[config.mk]
export PLATFORM = sky130hd
export DESIGN_NAME = div16u8_seq
export DESIGN_NICKNAME = d
export VERILOG_FILES = /design/src/rtl/div_pkg.sv /design/src/rtl/div_step.sv /design/src/rtl/div16u8_seq.sv
export SDC_FILE = /design/constraint.sdc
export NUM_CORES = 1
export LEC_CHECK = 0
export CAP_MARGIN = 40
export CORE_ASPECT_RATIO = 2
export CORE_MARGIN = 5
export CORE_UTILIZATION = 28
export DETAILED_ROUTE_END_ITERATION = 8
export PLACE_DENSITY = 0.51
export SLEW_MARGIN = 5
export SYNTH_ARGS = -nofsm -noshare
export SYNTH_HDL_FRONTEND = slang
export SYNTH_SLANG_ARGS = --single-unit
[constraint.sdc]
create_clock -name clk -period 2.4 [get_ports clk]
set_input_delay 0.48 -clock clk [delete_from_list [all_inputs] [get_ports clk]]
set_output_delay 0.48 -clock clk [all_outputs]
set_load 0.02 [all_outputs]
[src/rtl/div_pkg.sv]
// Shared types and sizing helpers for the sequential divider.
// DIV_N sets the default divisor/quotient width.
package div_pkg;

  localparam int DIV_N = 8;

  typedef enum logic [1:0] {
    ST_IDLE,
    ST_CALC,
    ST_DONE
  } st_t;

  function automatic int clog2(input int n);
    int r;
    r = 0;
    for (int i = 0; i < 31; i++)
      if ((1 << i) < n) r = i + 1;
    return (r < 1) ? 1 : r;
  endfunction

endpackage

[src/rtl/div_step.sv]
// One restoring-division iteration: shift in a dividend bit,
// compare on N+1 bits against the divisor, subtract if it fits.
module div_step
  import div_pkg::*;
#(
  parameter int N = DIV_N
) (
  input  logic [N-1:0] rem,
  input  logic         bin,
  input  logic [N-1:0] div,
  output logic [N-1:0] rem_nxt,
  output logic         qbit
);

  logic [N:0] t;

  assign t = {rem, bin};

  // The difference is below div whenever qbit is set,
  // so its low N bits are exact.
  always_comb begin
    qbit    = (t >= {1'b0, div});
    rem_nxt = t[N-1:0];
    if (qbit) rem_nxt = t[N-1:0] - div;
  end

endmodule

[src/rtl/div16u8_seq.sv]
// Sequential unsigned restoring divider, 2N/N -> N quotient + N remainder.
// Optional macro DIV_ZERO_FLAG_EN adds the dz port for divide-by-zero.
module div16u8_seq
  import div_pkg::*;
#(
  parameter int N = DIV_N
) (
  input  logic           clk,
  input  logic           rst,
  input  logic           start,
  input  logic [2*N-1:0] dvd,
  input  logic [N-1:0]   dvs,
  output logic [N-1:0]   q,
  output logic [N-1:0]   r,
  output logic           busy,
  output logic           done,
  output logic           ovf
`ifdef DIV_ZERO_FLAG_EN
  ,
  output logic           dz
`endif
);

  localparam int CW = clog2(N);

  st_t         state;
  st_t         nstate;
  logic [N-1:0]  rem;
  logic [N-1:0]  qsh;
  logic [N-1:0]  div;
  logic [CW-1:0] cnt;
  logic          ovf_p;
  logic          ovf_chk;
  logic          last;
  logic [N-1:0]  rem_nxt;
  logic          qbit;
`ifdef DIV_ZERO_FLAG_EN
  logic          dz_p;
`endif

  assign ovf_chk = (dvd[2*N-1:N] >= dvs);
  assign last    = (cnt == CW'(N - 1));
  assign busy    = (state == ST_CALC);

  div_step #(.N(N)) u_step (
    .rem     (rem),
    .bin     (qsh[N-1]),
    .div     (div),
    .rem_nxt (rem_nxt),
    .qbit    (qbit)
  );

  // State register.
  always_ff @(posedge clk or posedge rst) begin
    if (rst) state <= ST_IDLE;
    else     state <= nstate;
  end

  // Next-state logic; overflow skips the iteration phase.
  always_comb begin
    nstate = state;
    unique case (state)
      ST_IDLE: if (start) nstate = ovf_chk ? ST_DONE : ST_CALC;
      ST_CALC: if (last)  nstate = ST_DONE;
      ST_DONE: nstate = ST_IDLE;
      default: nstate = ST_IDLE;
    endcase
  end

  // Operand load and iteration; overflow results are preloaded here.
  always_ff @(posedge clk or posedge rst) begin
    if (rst) begin
      rem   <= '0;
      qsh   <= '0;
      div   <= '0;
      cnt   <= '0;
      ovf_p <= 1'b0;
`ifdef DIV_ZERO_FLAG_EN
      dz_p  <= 1'b0;
`endif
    end else if (state == ST_IDLE && start) begin
      div   <= dvs;
      cnt   <= '0;
`ifdef DIV_ZERO_FLAG_EN
      dz_p  <= 1'b0;
`endif
      if (ovf_chk) begin
        qsh   <= '1;
        rem   <= '0;
        ovf_p <= 1'b1;
`ifdef DIV_ZERO_FLAG_EN
        if (dvs == '0) begin
          rem   <= dvd[N-1:0];
          ovf_p <= 1'b0;
          dz_p  <= 1'b1;
        end
`endif
      end else begin
        rem   <= dvd[2*N-1:N];
        qsh   <= dvd[N-1:0];
        ovf_p <= 1'b0;
      end
    end else if (state == ST_CALC) begin
      rem <= rem_nxt;
      qsh <= {qsh[N-2:0], qbit};
      cnt <= cnt + 1'b1;
    end
  end

  // Result registers update once per division, with the done pulse.
  always_ff @(posedge clk or posedge rst) begin
    if (rst) begin
      q    <= '0;
      r    <= '0;
      ovf  <= 1'b0;
      done <= 1'b0;
`ifdef DIV_ZERO_FLAG_EN
      dz   <= 1'b0;
`endif
    end else begin
      done <= (state == ST_DONE);
      if (state == ST_DONE) begin
        q   <= qsh;
        r   <= rem;
        ovf <= ovf_p;
`ifdef DIV_ZERO_FLAG_EN
        dz  <= dz_p;
`endif
      end
    end
  end

endmodule

# --- After elaboration in Yosys (flattened, before gate mapping) ---
# Cells that the tools add are included.
word_totals:
  register_bits: 48
  inputBits: 27
  out_inout_bits: 19
classes:
  n_addsub: 2
  order_cmp: 2
  n_eq_ne: 5
  n_mux: 14
  reduce_logical: 4
ops:
  columns: ["operator", "count"]
  rows:
  - ["2-to-1 mux 8 bit", 7]
  - [">= comparator 9 x 8 -> 1 bit", 1]
  - [">= comparator 8 bit", 1]
  - ["subtractor 8 bit", 1]
  - ["2-to-1 mux 2 bit", 3]
  - ["2-to-1 mux 3 bit", 2]
  - ["one-hot mux 2 bit (2 select lines)", 1]
  - ["adder 3 x 1 -> 3 bit (second input constant)", 1]
  - ["== test 3 bit (second input constant)", 1]
  - ["== test 2 x 1 -> 1 bit (second input constant)", 1]
  - ["== test 2 bit (second input constant)", 1]
  - ["logical NOT 2 bit", 1]
  - ["inequality test 2 x 1 -> 1 bit (second input constant)", 1]
  - ["inequality test 2 bit (second input constant)", 1]
  - ["AND reduction 2 bit", 1]
  - ["nonzero test 2 bit", 1]
  - ["logical AND 1 bit", 1]
  - ["2-to-1 mux 1 bit", 1]

# --- Longest topological paths before layout ---
depth:
  word_depth: 4
  ltp_mapped: 8
  depth_no_buf: 8

# --- Modules after synthesis ---
# From an unflattened synthesis, not the netlist that was laid out.
unflattened:
  hier_cells: 246
  area_unflattened_um2: 2760.1
modules_own_cells:
  columns: ["module", "instances", "cells_each", "area_each_um2", "seq_area_each_um2"]
  rows:
  - ["div16u8_seq", 1, 177, 2239.6, 1201.2]
  - ["div_step", 1, 69, 520.5, 0.0]

# --- Worst setup path after synthesis ---
# Ideal clock, no wire load.
synth_path:
  path_type: "register to register"
  from: "reg div[0]"
  to: "reg rem[6]"
  setup_time_ps: 82
  arrival_time_ps: 1855
  required_ps: 2318
  setup_slack_ps: 463
  path_stages_with_launch: 8
  path_cell_list: "dfrtp_1 > ha_1 > fa_1 > nand2b_1 > a2111oi_0 > a211oi_1 > a21o_1 > a31oi_1"
synth_between:
  elab_chain_cells: 4
  word_cells_on_any_way: 5
  classes_between: "add/sub (1); order compare (1); mux (3)"
synth_lines:
  columns: ["element", "line", "text"]
  rows:
  - ["from (decl)", "div16u8_seq.sv:30", "logic [N-1:0] div;"]
  - ["from (signal assigned)", "div16u8_seq.sv:82", "div <= dvs;"]
  - ["subtractor 8 bit / >= comparator 9 x 8 -> 1 bit (equally long branches)", "div_step.sv:24, div_step.sv:22", null]
  - ["2-to-1 mux 8 bit (*)", "div_step.sv:24", "if (qbit) rem_nxt = t[N-1:0] - div;"]
  - ["2-to-1 mux 8 bit (*)", "div16u8_seq.sv:103", "end else if (state == ST_CALC) begin"]
  - ["2-to-1 mux 8 bit (*)", "div16u8_seq.sv:81", "end else if (state == ST_IDLE && start) begin"]
  - ["to (signal assigned)", "div16u8_seq.sv:99", "rem <= dvd[2*N-1:N];"]
  - ["to (signal assigned)", "div16u8_seq.sv:104", "rem <= rem_nxt;"]
  - ["to (decl)", "div16u8_seq.sv:28", "logic [N-1:0] rem;"]
# Every way passes the cells marked *; elsewhere a longest branch is shown, timed or not. The select of a mux whose other input is x is not followed.
# A chain may end at the register's enable or synchronous reset.

# --- Final worst setup path ---
layout_path:
  from: "reg qsh[7]"
  to: "reg rem[6]"
layout_between:
  elab_chain_cells: 4
  word_cells_on_any_way: 5
  classes_between: "add/sub (1); order compare (1); mux (3)"
layout_lines:
  columns: ["element", "line", "text"]
  rows:
  - ["from (decl)", "div16u8_seq.sv:29", "logic [N-1:0] qsh;"]
  - ["from (signal assigned)", "div16u8_seq.sv:100", "qsh <= dvd[N-1:0];"]
  - ["from (signal assigned)", "div16u8_seq.sv:105", "qsh <= {qsh[N-2:0], qbit};"]
  - ["subtractor 8 bit / >= comparator 9 x 8 -> 1 bit (equally long branches)", "div_step.sv:24, div_step.sv:22", null]
  - ["2-to-1 mux 8 bit (*)", "div_step.sv:24", null]
  - ["2-to-1 mux 8 bit (*)", "div16u8_seq.sv:103", null]
  - ["2-to-1 mux 8 bit (*)", "div16u8_seq.sv:81", null]
# Marked as above.

==> impl_metrics.env <==
export IMPL_outcome="finished clean"
export IMPL_syn_nets=342
export IMPL_vdd_ir_drop_max_mv=0.484
export IMPL_setup_viol=0
export IMPL_dieHeight_um=151
export IMPL_fillers=1006
export IMPL_grt_ovfl_total=0
export IMPL_drv_cap=0
export IMPL_ys_warn_count=0
export IMPL_async_flop_share=1.00
export IMPL_ant_nets=0
export IMPL_final_nets=400
export IMPL_num_antenna_cells=0
export IMPL_rr_worst_depth=8
export IMPL_start_kind="flop"
export IMPL_synth_edf_count=0
export IMPL_ys_flop_type="dfrtp_1"
export IMPL_timing_rr_start="qsh[7]"
export IMPL_final_layout_size_suffix_gt1_frac=0.161
export IMPL_drc=0
export IMPL_crit_chain="inv_1 -> ha_1 -> fa_1 -> nand2b_1 -> a2111oi_0 -> a211oi_1 -> a21o_1 -> a31oi_1"
export IMPL_cts_max_level=2
export IMPL_gr_usage_all_layers=0.141
export IMPL_rrSetupSlack_ns=0.20
export IMPL_synthDistinctLibCells=48
export IMPL_cts_tree="built"
export IMPL_min_path_cells=2
export IMPL_synth_avg_cell_area_um2=9.43
export IMPL_critPathArrivalTime_ns=2.40
export IMPL_grt_pass1_vias=2594
export IMPL_hold_path_endpoint="r[0]"
export IMPL_core_mm2=0.00976
export IMPL_crit_type="reg2reg"
export IMPL_clkTransAtPathRegs_ns=0.07
export IMPL_hold_viol=0
export IMPL_grt_pass1_wl_mm=12.9
export IMPL_ios=46
export IMPL_die_w_um=80.6
export IMPL_dp_hpwl_mm=6.24
export IMPL_fin_crit_sh=0.916
export IMPL_critical_path_top_delay_family="compound AO/OA/AOI/OAI gates"
export IMPL_clock_fmax_mhz=455
export IMPL_fin_crit_ns=2.20
export IMPL_multi_input_area_mm2=0.00146
export IMPL_num_rows=51
export IMPL_cts_buffers=5
export IMPL_critical_path_depth=8
export IMPL_crit_fanout=3
export IMPL_final_util=0.376
export IMPL_max_slew_margin=0.670
export IMPL_leakage_nw=1.61
export IMPL_crit_slowest_cell="fa_1"
export IMPL_clock_sinks=48
export IMPL_cp_required_ns=2.61
export IMPL_port_buffers=45
export IMPL_hold_buffers=0
export IMPL_drt_total_wl_mm=7.97
export IMPL_p_per_area_mw_per_mm2=1470
export IMPL_insertion_delay_ns=0.29
export IMPL_drv_slew=0
export IMPL_routedWlPerCell_um=16.4
export IMPL_yosysSeqAreaShare=0.430
export IMPL_max_stage_delay_ns=0.42
export IMPL_worstHoldStart="r[0]"
export IMPL_cts_resized=0
export IMPL_initial_utilization=0.286
export IMPL_cts_max_path_buffers=2
export IMPL_synth_area_mm2=0.00279
export IMPL_vias=2381
export IMPL_area_delta_synth_final_pct=31.5
export IMPL_final_seq_area_mm2=0.00120
export IMPL_rsz0062_at_grt="no"
export IMPL_fin_worst_skew_ns=0.00386
export IMPL_post_cts_buffers=0
export IMPL_endpoint_kind="flop"
export IMPL_timing_critical_path_buf_inv=1
export IMPL_hp_class="reg2reg"
export IMPL_synth_seq_cells=48
export IMPL_first_pass_iters=4
export IMPL_die_area_mm2=0.0122
export IMPL_gp_congestion=0.804
export IMPL_worstMarginPinSlew_ns=0.495
export IMPL_drt_vias_per_instance=4.89
export IMPL_synthCells=296
export IMPL_antenna_found_initial=0
export IMPL_grt_max_degree=49
export IMPL_r2r_end="rem[6]"
export IMPL_cts_root_buf="clkbuf_16"
export IMPL_drt_iter0_markers=85
export IMPL_totalPowerFinal_mw=5.39
## worst reg2reg max path, cell delays in order (launching register included)
cell	delay (ns)
dfrtp_1	0.35
inv_1	0.08
ha_1	0.22
fa_1	0.42
nand2b_1	0.20
a2111oi_0	0.37
a211oi_1	0.13
a21o_1	0.18
a31oi_1	0.17
## report_power, final
group	total (mW)	switching, mW	leakage, nW	internal (mW)
logic	3.18	1.76	0.951	1.42
registers	1.48	0.270	0.578	1.21
clock network	0.722	0.305	0.0772	0.417
## state kept, by name, indices dropped and copies added (netlist names), 2 cells and up
signal  cells
qsh         8
div         8
r           8
state       2
rem         8
cnt         3
q           8
## Yosys cell counts, types with 7 or more instances
master | count | area share
a21oi_1 | 9 | 0.016
nand2_1 | 39 | 0.052
o31a_1 | 7 | 0.022
nand2b_1 | 7 | 0.016
ha_1 | 18 | 0.081
mux2_2 | 15 | 0.061
dfrtp_1 | 48 | 0.43
nor2_1 | 11 | 0.015
inv_1 | 21 | 0.028
nand3_1 | 17 | 0.030
o21ai_0 | 18 | 0.032
## how the worst max path moves through the flow
stage | start | endpoint | slack [ns]
finish | qsh[7] | rem[6] | 0.20
CTS | qsh[7] | rem[6] | 0.18
detailed placement | dvd[15] | rem[3] | -0.08
global placement | dvd[8] | qsh[3] | -0.01
global route | qsh[7] | rem[6] | 0.03
floorplan | div[0] | rem[6] | 0.46
## kinds of logic (layout without fill, tap and decap cells)
kind of cell | after synthesis | after routing | synth area share
AO/OA/AOI/OAI | 73 | 73 | 0.181
AND/OR/NAND/NOR | 107 | 107 | 0.192
adder cells (fa/ha/maj) | 19 | 19 | 0.0879
flip-flops | 48 | 48 | 0.430
buffers and inverters | 34 | 93 | 0.0475
multiplexers | 15 | 15 | 0.0605
## stage by stage
step	cell area (um^2)	hold slack [ns]	TNS, ns	cells	setup WS [ns]
2_1_floorplan	2790	0.452	0	296	0.463
3_3_place_gp	3520	0.472	-0.0924	479	-0.0146
3_5_place_dp	3520	0.477	-0.368	479	-0.0801
4_1_cts	3670	0.493	0	487	0.175
5_1_grt	3670	0.511	0	487	0.0275
6_report	3670	0.485	0	487	0.202
## area by class of cell
| class | instances | area share |
|---|---|---|
| Tap cell | 132 | 0.0450 |
| Sequential cell | 48 | 0.327 |
| Inverter | 22 | 0.0225 |
| Multi-Input combinational cell | 214 | 0.397 |
| Clock buffer | 6 | 0.0379 |
| Timing Repair Buffer | 63 | 0.166 |
| Clock inverter | 2 | 0.00375 |
## routing by layer
metal  global-route usage  share of wire  vias up  wire [um]
met3               0.0173          0.022       26        179
met4               0.0956          0.062        0        494
li1                     -              -     1170          -
met1                0.133           0.35     1150       2750
met5                    0              0        -          0
met2                0.270           0.57       35       4550
## placed cells by master, fill, tap and decap left out, types with 7 or more instances in the layout
master            n
dfrtp_1          48
clkdlybuf4s50_1  45
nand2_1          39
inv_1            20
o21ai_0          18
ha_1             18
nand3_1          17
buf_4            16
mux2_2           15
nor2_1           11
a21oi_1           9
nand2b_1          7
o31a_1            7
Note: power is estimated with default switching activity, not from simulation.
==> variant (same flow settings) <==
Encoding of `st_t`: now one-hot (3 bits for 3 values).
--- a/src/rtl/div_pkg.sv
+++ b/src/rtl/div_pkg.sv
@@ -4,10 +4,10 @@
 
   localparam int DIV_N = 8;
 
-  typedef enum logic [1:0] {
-    ST_IDLE,
-    ST_CALC,
-    ST_DONE
+  typedef enum logic [2:0] {
+    ST_IDLE = 3'b001,
+    ST_CALC = 3'b010,
+    ST_DONE = 3'b100
   } st_t;
 
   function automatic int clog2(input int n);
Formal check against the unedited RTL: no difference found for any inputs over 10 cycles, from zero or initial values and one cycle with rst high; not proved beyond that.
==> variant against the unedited design <==
Power is 18% lower; wire length is 16% lower; clock power is 5.1% lower; die area is 5.8% lower; fmax is 4.1% lower; non-clock buffer count is 7 higher; area after synthesis is 6.4% lower; critical path depth is 3 higher; setup slack worse by 93 ps; worst hold slack better by 20 ps; register-to-register slack better by 40 ps; highest routed layer unchanged; final area is 4.9% lower; sequential cell count is 1 higher.
==> variant: results (changes against the unedited design) <==
* Post-Place Cells at 421 (-12%)
* Synth top cells by count: 48 x dfrtp_1, 35 x nand2_1, 20 x inv_1
* Distinct cells, synth at 46 (-4.2%)
* First-pass GRT wire length at 11000 um (-15%)
* Pin count of the biggest net entering global routing at 23 (-53%)
* Outcome: completed
* DP Area at 3350 um2 (-4.7%)
* Slowest CP cell: clkdlybuf4s50_1
* CP max stage delay at 480 ps (+60 ps)
* Vias in the first global route at 2226 (-14%)
* Share of layout cells above drive strength 1 at 0.200 (+0.0394)
* Post-synth net total at 302 (-12%)
* WL final at 6730 um (-16%)
* Family with the most delay on the worst path: buffers and inverters
* Routed met1 length at 2400 um (-13%)
* Worst Skew at 4.89 ps (+1.03 ps)
* Routed wl met3 at 163 um (-8.9%)
* Initial DRC count at 92 (+8.2%)
* Final net count at 370 (-7.5%)
* Critical Path AT at 2470 ps (+70 ps)
* Mean post-synth cell area at 10.2 um2 (+8.2%)
* Via count of the routed design at 2094 (-12%)
* Synth area leaders: dfrtp_1 46%, ha_1 8.6%, mux2_2 7.3%
* Leakage power at 0.00157 uW (-2.3%)
* Worst-margin pin slew at 476 ps (-19.5 ps)
* IR drop worst, VDD at 0.547 mV (+13%)
* GRT Total Usage at 0.124 (-0.0169)
* Dpl hpwl at 5330 um (-15%)
## variant: changes by cell type in the layout (fill, tap and decap cells not counted), moves of 4 or more
cell / unedited run / this run
xnor2_1: 0 / 4
nand4_1: 5 / 0
o211ai_1: 6 / 1
nand2_1: 39 / 35
nand3_1: 17 / 3
nand2b_1: 7 / 2
buf_4: 16 / 24
o31a_1: 7 / 1
a31oi_1: 2 / 7
## variant: layout make-up
cell class / instances / area [um2]
Multi-Input combinational cell: 177 / 1260
Fill cell: 976 / 5770
Inverter: 21 / 78.8
Timing Repair Buffer: 70 / 651
Tap cell: 104 / 130
Clock buffer: 6 / 129
Clock inverter: 2 / 10.0
Sequential cell: 49 / 1230
## variant: kinds of logic (layout without fill, tap and decap cells)
kind of cell             Yosys count  after routing  share of synthesized area
AND/OR/NAND/NOR                   74             74                      0.132
AO/OA/AOI/OAI                     61             61                      0.160
flip-flops                        49             49                      0.470
buffers and inverters             30             99                     0.0503
adder cells (fa/ha/maj)           19             19                     0.0939
multiplexers                      19             19                     0.0810
XOR/XNOR                           4              4                     0.0134
## variant: worst reg2reg max path, stage by stage, from the launching register on
cell	delay, ps
dfrtp_1	420
ha_1	360
a21oi_1	230
o221ai_2	130
a21oi_2	310
buf_4	200
a211oi_1	50
a211oi_1	240
o21ai_0	120
## variant: power by group through the flow
stage / Clock (uW) / Combinational [uW] / Sequential (uW)
floorplan: 0 / 1450 / 1530
global placement: 0 / 2290 / 1450
detailed placement: 0 / 2310 / 1450
CTS: 708 / 2320 / 1440
global route: 737 / 2560 / 1480
finish: 685 / 2280 / 1430
## variant: timing repair
item	CTS	global route
setup buffers	0	0
endpoints found under the setup margin	0	5
endpoints found under the hold margin	0	0
gates resized for setup	0	1
## variant: worst paths after layout
| kind | start | end | slack, ps | cells past startpoint |
|---|---|---|---|---|
| setup / recovery | dvs[2] | qsh[7]$_DFFE_PP0P_ | 110 | 11 |
| hold reg to reg | r[7]$_DFFE_PP0P_ | r[7]$_DFFE_PP0P_ | 510 | 1 |
| min in group asynchronous | rst | q[6]$_DFFE_PP0P_ | 530 | 2 |
| setup reg to reg | rem[5]$_DFFE_PP0P_ | rem[4]$_DFFE_PP0P_ | 240 | 8 |
| max in group asynchronous | rst | state[0]$_DFFE_PP1P_ | 1310 | 3 |
| hold / removal | r[7]$_DFFE_PP0P_ | r[7]$_DFFE_PP0P_ | 510 | 1 |
## variant: per-stage QoR
stage          TNS (ps)  total power (uW)  setup WS (ps)
2_1_floorplan         0              2980            549
3_3_place_gp      -2460              3740           -178
3_5_place_dp      -3050              3760           -225
4_1_cts               0              4470           91.8
5_1_grt               0              4770           6.18
6_report              0              4390            109
## variant: layer usage
layer  vias up  track usage
li1       1028            -
met2        31        0.244
met1      1024        0.117
met5         -            0
met4         0       0.0613
met3        11       0.0228
